`src/rtl/gray_step_decoder.sv`:
```
// -----------------------------------------------------------------------------
// gray_step_decoder
//
// Purpose:
//   Decodes an asynchronous Gray-coded bus, such as an absolute encoder or a
//   looped-back LED bus, into binary. The decoder does four things:
//     - It resynchronises the bus and debounces it with a stability filter.
//     - It classifies every newly accepted value as +1, -1 or an illegal skip
//       relative to the previously accepted value.
//     - It keeps a signed position accumulator.
//     - It keeps a saturating count of skip errors.
//
// Ports:
//   clk        in   1      sole clock, rising edge
//   resetn     in   1      asynchronous active-low reset
//   gray_in    in   BITS   asynchronous Gray-coded input
//   clr        in   1      synchronous clear of position and err_count
//   bin_out    out  BITS   binary value of the last accepted input
//   valid      out  1      one-cycle pulse per accepted new value
//   step_up    out  1      one-cycle pulse: accepted = previous + 1 (mod 2^BITS)
//   step_dn    out  1      one-cycle pulse: accepted = previous - 1 (mod 2^BITS)
//   skip_err   out  1      one-cycle pulse: accepted is neither +1 nor -1
//   position   out  POS_W  two's complement step accumulator, wraps
//   err_count  out  8      saturating count of skip_err events
//
// Timing:
//   A value that settles on gray_in just before clock edge 1 goes through
//   these stages:
//     - It leaves the synchroniser on edge 2.
//     - It is loaded as the filter candidate on edge 3.
//     - Its stability counter reaches 2^FILT_LOG2-1 on edge 2^FILT_LOG2+2.
//     - It is accepted, with valid pulsing, on edge 2^FILT_LOG2+3.
//   The timing is the same straight out of reset. A fill flag tracks the
//   synchroniser pipeline, and the candidate starts out empty, so the reset
//   value of the synchroniser is never mistaken for an observed input.
// -----------------------------------------------------------------------------
module gray_step_decoder #(
  parameter int BITS      = 5,
  parameter int FILT_LOG2 = 4,
  parameter int POS_W     = 16
) (
  input  logic             clk,
  input  logic             resetn,
  input  logic [BITS-1:0]  gray_in,
  input  logic             clr,
  output logic [BITS-1:0]  bin_out,
  output logic             valid,
  output logic             step_up,
  output logic             step_dn,
  output logic             skip_err,
  output logic [POS_W-1:0] position,
  output logic [7:0]       err_count
);

  localparam logic [FILT_LOG2-1:0] CNT_MAX  = '1;
  localparam logic [BITS-1:0]      DELTA_UP = BITS'(1);
  localparam logic [BITS-1:0]      DELTA_DN = '1;
  localparam logic [7:0]           ERR_MAX  = 8'hFF;

  typedef enum logic {
    UNPRIMED = 1'b0,  // no value accepted since reset
    TRACK    = 1'b1   // a reference value exists, classify every change
  } state_t;

  // ---------------------------------------------------------------------------
  // Gray to binary: each binary bit is the XOR of all Gray bits at or above it.
  // ---------------------------------------------------------------------------
  function automatic logic [BITS-1:0] gray2bin(input logic [BITS-1:0] g);
    logic [BITS-1:0] b;
    b[BITS-1] = g[BITS-1];
    for (int i = BITS - 2; i >= 0; i--) begin
      b[i] = b[i+1] ^ g[i];
    end
    return b;
  endfunction

  // ---------------------------------------------------------------------------
  // Two-flop synchroniser, with a fill flag that marks when sync2_q holds a
  // real sample rather than its reset value.
  // ---------------------------------------------------------------------------
  logic [BITS-1:0] sync1_q;
  logic [BITS-1:0] sync2_q;
  logic [1:0]      fill_q;
  logic            synced_ok;

  // NOTE: sequential state uses non-blocking assignments so that every flop
  // samples the pre-edge value of its neighbours, exactly like hardware.
  always_ff @(posedge clk or negedge resetn) begin
    if (!resetn) begin
      sync1_q <= '0;
      sync2_q <= '0;
      fill_q  <= '0;
    end else begin
      sync1_q <= gray_in;
      sync2_q <= sync1_q;
      fill_q  <= {fill_q[0], 1'b1};
    end
  end

  assign synced_ok = fill_q[1];

  // ---------------------------------------------------------------------------
  // Stability filter. A changed sample reloads the candidate and restarts the
  // count. A matching sample counts up and saturates. The candidate is empty
  // after reset, so the first real sample always counts as a change.
  // ---------------------------------------------------------------------------
  logic [BITS-1:0]      cand_q;
  logic                 cand_vld_q;
  logic [FILT_LOG2-1:0] cnt_q;
  logic                 sample_differs;

  assign sample_differs = !cand_vld_q || (sync2_q != cand_q);

  always_ff @(posedge clk or negedge resetn) begin
    if (!resetn) begin
      cand_q     <= '0;
      cand_vld_q <= 1'b0;
      cnt_q      <= '0;
    end else if (synced_ok) begin
      if (sample_differs) begin
        cand_q     <= sync2_q;
        cand_vld_q <= 1'b1;
        cnt_q      <= '0;
      end else if (cnt_q != CNT_MAX) begin
        cnt_q <= cnt_q + FILT_LOG2'(1);
      end
    end
  end

  // ---------------------------------------------------------------------------
  // Acceptance. Once a value is accepted, acc_gray_q equals the candidate, so
  // a saturated counter cannot fire a second time for the same value. A
  // return to the accepted value is likewise silent. In UNPRIMED any stable
  // value is accepted, including one equal to the reset value of acc_gray_q.
  // ---------------------------------------------------------------------------
  state_t          state_q;
  state_t          state_d;
  logic [BITS-1:0] acc_gray_q;
  logic            accept;
  logic [BITS-1:0] cand_bin;
  logic [BITS-1:0] delta;

  assign accept = synced_ok && !sample_differs && (cnt_q == CNT_MAX) &&
                  ((state_q == UNPRIMED) || (cand_q != acc_gray_q));

  assign cand_bin = gray2bin(cand_q);
  assign delta    = cand_bin - bin_out;  // modulo 2^BITS, so wrap is handled

  // ---------------------------------------------------------------------------
  // FSM: state register, plus a next-state and event classification process.
  // ---------------------------------------------------------------------------
  logic ev_up;
  logic ev_dn;
  logic ev_err;

  always_ff @(posedge clk or negedge resetn) begin
    if (!resetn) begin
      state_q <= UNPRIMED;
    end else begin
      state_q <= state_d;
    end
  end

  // NOTE: every output of this combinational block gets a default first, so
  // no path leaves a signal unassigned and no latch is inferred.
  always_comb begin
    state_d = state_q;
    ev_up   = 1'b0;
    ev_dn   = 1'b0;
    ev_err  = 1'b0;
    unique case (state_q)
      UNPRIMED: begin
        if (accept) begin
          state_d = TRACK;
        end
      end
      TRACK: begin
        if (accept) begin
          if (delta == DELTA_UP) begin
            ev_up = 1'b1;
          end else if (delta == DELTA_DN) begin
            ev_dn = 1'b1;
          end else begin
            ev_err = 1'b1;
          end
        end
      end
      default: state_d = UNPRIMED;
    endcase
  end

  // ---------------------------------------------------------------------------
  // Registered outputs. The pulses and bin_out update on the same edge.
  // ---------------------------------------------------------------------------
  always_ff @(posedge clk or negedge resetn) begin
    if (!resetn) begin
      acc_gray_q <= '0;
      bin_out    <= '0;
      valid      <= 1'b0;
      step_up    <= 1'b0;
      step_dn    <= 1'b0;
      skip_err   <= 1'b0;
    end else begin
      valid    <= accept;
      step_up  <= ev_up;
      step_dn  <= ev_dn;
      skip_err <= ev_err;
      if (accept) begin
        acc_gray_q <= cand_q;
        bin_out    <= cand_bin;
      end
    end
  end

  // clr takes priority over a coincident step or error. The pulses above
  // still fire, because clr only touches the accumulators.
  always_ff @(posedge clk or negedge resetn) begin
    if (!resetn) begin
      position  <= '0;
      err_count <= '0;
    end else if (clr) begin
      position  <= '0;
      err_count <= '0;
    end else begin
      if (ev_up) begin
        position <= position + POS_W'(1);
      end else if (ev_dn) begin
        position <= position - POS_W'(1);
      end
      if (ev_err && (err_count != ERR_MAX)) begin
        err_count <= err_count + 8'd1;
      end
    end
  end

endmodule

```
`config.mk`:
```
export PLATFORM = sky130hd
export DESIGN_NAME = gray_step_decoder
export DESIGN_NICKNAME = d
export VERILOG_FILES = /design/src/rtl/gray_step_decoder.sv
export SDC_FILE = /design/constraint.sdc
export NUM_CORES = 1
export LEC_CHECK = 0
export ABC_AREA = 0
export BUFFER_PORTS_ARGS = -buffer_cell sky130_fd_sc_hd__buf_4
export CAP_MARGIN = 10
export CORE_MARGIN = 3
export CORE_UTILIZATION = 52
export DETAILED_ROUTE_END_ITERATION = 6
export PLACE_DENSITY = 0.84
export SYNTH_ARGS = -nofsm -noshare
export SYNTH_HDL_FRONTEND = slang
export SYNTH_SLANG_ARGS = --single-unit
export TNS_END_PERCENT = 30
```
`constraint.sdc`:
```
create_clock -name clk -period 4.7 [get_ports clk]
set_input_delay 0.235 -clock clk [delete_from_list [all_inputs] [get_ports clk]]
set_output_delay 0.235 -clock clk [all_outputs]
set_load 0.1 [all_outputs]
```
* After elaboration in Yosys (flattened, before gate mapping)
Index checks and enable logic that the tools add are counted.
** Operators by class
- Reduce and logical (&&, ||, !) cells :: 13
- Muxes and demuxes :: 20
- Bitwise gates (word level) :: 5
- Equality and inequality tests :: 7
- Add/subtract/negate cells :: 5
** Operators by type and width (number)
- $mux 16 :: 3
- $add 16x1->16 const B :: 1
- $mux 8 :: 2
- $sub 16x1->16 const B :: 1
- $mux 1 :: 13
- $ne 5x5->1 :: 2
- $add 8x1->8 const B :: 1
- $mux 4 :: 2
- $ne 8x8->1 const B :: 1
- $eq 5x1->1 const B :: 1
- $eq 5x5->1 const B :: 1
- $sub 5x5->5 :: 1
- $add 4x1->4 const B :: 1
- $eq 4x4->1 const B :: 1
- $logic_and 1x1->1 :: 4
- $ne 4x4->1 const B :: 1
- $reduce_and 2->1 :: 2
- $reduce_bool 2->1 :: 2
- $xor 1x1->1 :: 4
- $reduce_bool 3->1 :: 1
- $logic_not 1->1 :: 2
- $logic_or 1x1->1 :: 2
- $not 1->1 :: 1
** Word-level totals
- Output and inout bits :: 33
- Register bits :: 61
- Logic and storage cells :: 65

* Longest topological paths before layout
- Word-level depth :: 13
- Mapped depth :: 20
- Gate-level depth less buffers :: 19

* Worst setup path after synthesis
No wires, ideal clock.
- Path type :: register -> register
- From :: register cand_q[3]
- To :: register position[15]
- Setup time :: 0.128 ns
- Stages on the path, launching flop included :: 21
- Slack :: -0.398 ns
- Data required time :: 4.572 ns
- Arrival time :: 4.970 ns
- Clock period less this slack :: 5.098 ns
- Path through :: dfrtp_1 -> xor2_1 -> xor2_1 -> xnor2_1 -> xor2_1 -> ha_1 -> fa_1 -> nand2b_1 -> a21oi_1 -> xnor2_1 -> or3_1 -> or3_1 -> ha_1 -> clkbuf_1 -> nand2_1 -> o21ai_0 -> a21oi_1 -> o21a_1 -> o21ai_0 -> mux2i_1 -> mux2_1
** Between the ends
- Longest elaborated chain between the ends :: 11
- Elaborated cells on any way between the ends :: 25
- Those cells by class :: add/sub (1); eq/ne (4); mux (9); bitwise (4); reduce/logical (7)
** RTL lines
- start, declared :: line 107 : logic [BITS-1:0] cand_q;
- start signal, assigned :: line 121 : cand_q <= sync2_q;
- $xor 1x1->1 (*) :: line 72 : b[i] = b[i+1] ^ g[i];
- named net cand_bin[3] :: line 140 : logic [BITS-1:0] cand_bin;
- $xor 1x1->1 (*) :: line 72
- named net cand_bin[2] :: line 140
- $xor 1x1->1 (2 in series) :: line 72
- $sub 5x5->5 (*) :: line 147 : assign delta = cand_bin - bin_out;
- $eq 5x5->1 / $eq 5x1->1 (equally long branches) :: line 181, 179
- $mux 1 (on tied branches) :: line 181, 179
- $mux 1 (on tied branches) :: line 179, 178
- $mux 1 (on tied branches) :: line 178, 171
- $mux 1 / $mux 16 (equally long branches) :: line 171, 225
- $reduce_bool 3->1 (no line) / $mux 16 (equally long branches)
- end signal, assigned :: line 226 : position <= position + POS_W'(1);
- end signal, assigned :: line 228 : position <= position - POS_W'(1);
- end, declared :: line 51 : output logic [POS_W-1:0] position,
The timed path passes the listed nets; every way through them passes the cells marked *.
A chain may end at the register's enable or synchronous reset.

* Final worst setup path
- From :: register cand_q[4]
- To :: register position[15]
Same word-level chain as after synthesis.

==> flow_summary.toml <==
[die]
die_y_um = 85.9
initial_core_util_pct = 54.8
ioPinCount = 41
dieArea_um2 = 7380
die_w_um = 85.9
rows = 28
core_area_um2 = 6060

[logic_synthesis]
synthAdderAreaFrac_pct = 9.50
netlist_area_um2 = 3320
ys_ff_latch = 60
synthCells = 317
yosysTopAreaCellShare_pct = 45.2
synth_compound_area_share_pct = 14.4
synth_simple_gate_area_share_pct = 14.8
synthMuxAreaShare_pct = 5.39
syn_nets = 349
yosysSeqAreaShare_pct = 45.2
synth_xor_area_share_pct = 7.65
synth_top_family_by_area = "simple AND/OR/NAND/NOR gates"
yosys_warnings = 0
synth_most_common_cell = "dfrtp_1"
synth-async-reset-ratio_pct = 100
synthTopCellsByCount = "dfrtp_1, nand2_1, ha_1"
avgSynthCellArea_um2 = 10.5
yosys.area.top_type = "dfrtp_1"
synth.distinct_cells = 49
synth_edf_count = 0
netlist_top_cells_area = "dfrtp_1, ha_1, mux2_2"
synthFlopType = "dfrtp_1"

[clock_network]
clk_latency_ns = 0.35
cts_tree = "yes"
cts_made_buffers = 9
cts_root_buf = "clkbuf_8"
clock-sinks = 60
path_clk_slew_ns = 0.08
clockBufferDepth = 2
cts_max_level = 3

[layout]
num_antenna_cells = 0
drive_gt1_share_pct = 31.5
fin_nets = 417
nFillCells = 428
area_growth_pct = 29.3

[sta]
fin_ws_ns = -0.0305
skew_ns = 0.0109
grt_setup_unrepaired = "yes"
fin_crit_sh_pct = 101
min_period_ns = 4.73
hold_ws_ns = 0.189
finalHoldViolCount = 0
slew_violations = 0
fmax_mhz = 211
finalSetupViolCount = 2
slew_headroom_pct = 49.9
tightest_slew_ns = 0.752
setup_tns_ns = -0.0494

[drt]
wl_per_cell_um = 15.8
routed-via-count = 2665
wl_mm = 7.35
drt-initial-drc-count = 146
drtAntennaViolNets = 0
via_per_inst = 5.73
drc_errors = 0
drt_pass1_iterations = 5

[critical_path]
regToRegEndpoint = "position[15]"
reg2reg_slack_ns = -0.03
cp.required_ns = 4.93
end_kind = "register"
critPathLaunchType = "register"
cp_max_fo = 7
cp_data_arrival_time_ns = 4.97
path_class = "register to register"
crit_end = "position[15]"
rr_worst_depth = 20
crit_path_start = "cand_q[4]"
r2r_start = "cand_q[4]"

[status]
violations = "negative setup slack"
outcome = "finished with violations"

[power]
vdd_drop_max_mv = 0.275
power.density_nw_per_um2 = 288
power_leakage_uw = 0.00205

[placed_design]
port-buffer-count = 40
finalWeightedCongestion = 0.866
dp_hpwl_mm = 4.84

[global_routing]
grt_pass1_vias = 2654
overflow = 0
grt_start_max_net_pins = 61
gr-usage-met3_pct = 6.44
antenna_found_initial = 0
grt_busiest_layer = "met2"
grt_usage_pct = 21.0
grt_pass1_wl_mm = 12.1
met1_usage_pct = 24.8
grt_use_met2_pct = 35.2

[worst_hold_path]
hold_start = "clr"
hold_path_class = "input port to register"

[job]
cap_viol_max_count = 0
## kinds of logic (layout without fill, tap and decap cells)
kind of cell	after synthesis	in the layout
buffers and inverters	23	96
other	1	1
AND/OR/NAND/NOR	93	93
flip-flops	60	60
adder cells (fa/ha/maj)	24	24
AO/OA/AOI/OAI	71	71
multiplexers	16	16
XOR/XNOR	29	29
## timing repair
action	CTS	global route
endpoints found under the setup margin	7	9
cloned	0	0
hold buffers	6	0
hold endpoints to repair	65	0
setup buffers	10	1
resized for setup	4	9
pin swaps	6	6
## per-stage QoR
stage                     total power [uW]  instance area [um2]  util, %  worst slack (ns)  std cells
after floorplan                        655                 3440        -            0.0263        317
after global placement                 700                 3860     63.7            0.0415        432
after detailed placement               707                 3860     63.7            -0.122        432
after CTS                             1240                 4250     70.1           0.00435        464
after global routing                  1290                 4290     70.8            -0.211        465
final                                 1230                 4290     70.8           -0.0305        465
## how the worst min path moves through the flow
stage / depth (start not counted) / endpoint
floorplan: 0 / acc_gray_q[0]
global placement: 0 / sync2_q[4]
detailed placement: 0 / sync2_q[4]
CTS: 2 / err_count[2]
global route: 2 / err_count[4]
finish: 2 / err_count[2]
## routing by layer
| layer | up-vias | wire (um) | share of wire, % |
|---|---|---|---|
| met3 | 19 | 337 | 4.6 |
| li1 | 1268 | - | - |
| met2 | 66 | 3750 | 51 |
| met4 | 0 | 163 | 2.2 |
| met1 | 1312 | 3100 | 42 |
| met5 | - | 0 | 0 |
## final cells by class
class,instances,area (um2),share of cell area [%]
clock buffers,9,124,2.89
flip-flops and latches,60,1500,35.0
repair buffers,69,546,12.7
well taps,75,93.8,2.19
clock inverters,7,100,2.33
multi-input cells,234,1880,43.9
inverters,11,41.3,0.962
## cells in the final DEF (no fill, tap or decap), types with 2 or more instances in the layout
cell type,count
buf_4,62
dfrtp_1,58
nand2_1,22
xor2_1,15
nor2_1,15
a21oi_1,15
a22o_1,15
ha_1,15
nand3_1,14
mux2_2,14
o21ai_0,12
xnor2_1,11
inv_1,11
clkbuf_8,9
ha_4,6
dlygate4sd3_1,6
a21o_1,5
nor2b_1,5
nor3_1,4
or4_1,4
o31ai_1,4
or3_1,3
nor4_1,3
nand2b_1,3
a21oi_2,3
o21bai_1,3
nand4_1,3
clkinvlp_4,3
xor2_2,2
and3_1,2
or3_4,2
a31oi_1,2
o21a_1,2
or4b_1,2
dfrtp_2,2
bufinv_16,2
## sequential cells by signal, indices dropped and copies added (netlist names)
register / count
position: 16
err_count: 8
bin_out: 5
cand_q: 5
sync1_q: 5
sync2_q: 5
acc_gray_q: 4
cnt_q: 4
fill_q: 2
cand_vld_q: 1
skip_err: 1
state_q: 1
step_dn: 1
step_up: 1
valid: 1
## critical path, cell delays in order, from the launching register on
cell and delay [ns]:
dfrtp_2 0.43, xor2_2 0.20, xor2_2 0.20, xnor2_2 0.16, xor2_1 0.19, ha_2 0.20, fa_2 0.35, nand2b_4 0.15
a21oi_2 0.13, xnor2_1 0.09, or3_4 0.39, or3_4 0.40, buf_12 0.16, ha_1 0.35, a21oi_2 0.20, o21ai_0 0.11
a21oi_1 0.18, o21a_1 0.18, o21ai_2 0.06, mux2i_1 0.17, mux2_1 0.33
## power by group
| group | switching [uW] | leakage (uW) | internal (uW) | total, uW |
|---|---|---|---|---|
| Combinational | 96.1 | 0.00116 | 80.6 | 177 |
| Clock | 220 | 0.000102 | 301 | 521 |
| Sequential | 10.5 | 0.000792 | 526 | 537 |
| Total | 327 | 0.00205 | 908 | 1230 |
Power figures use the tool's default switching activity.
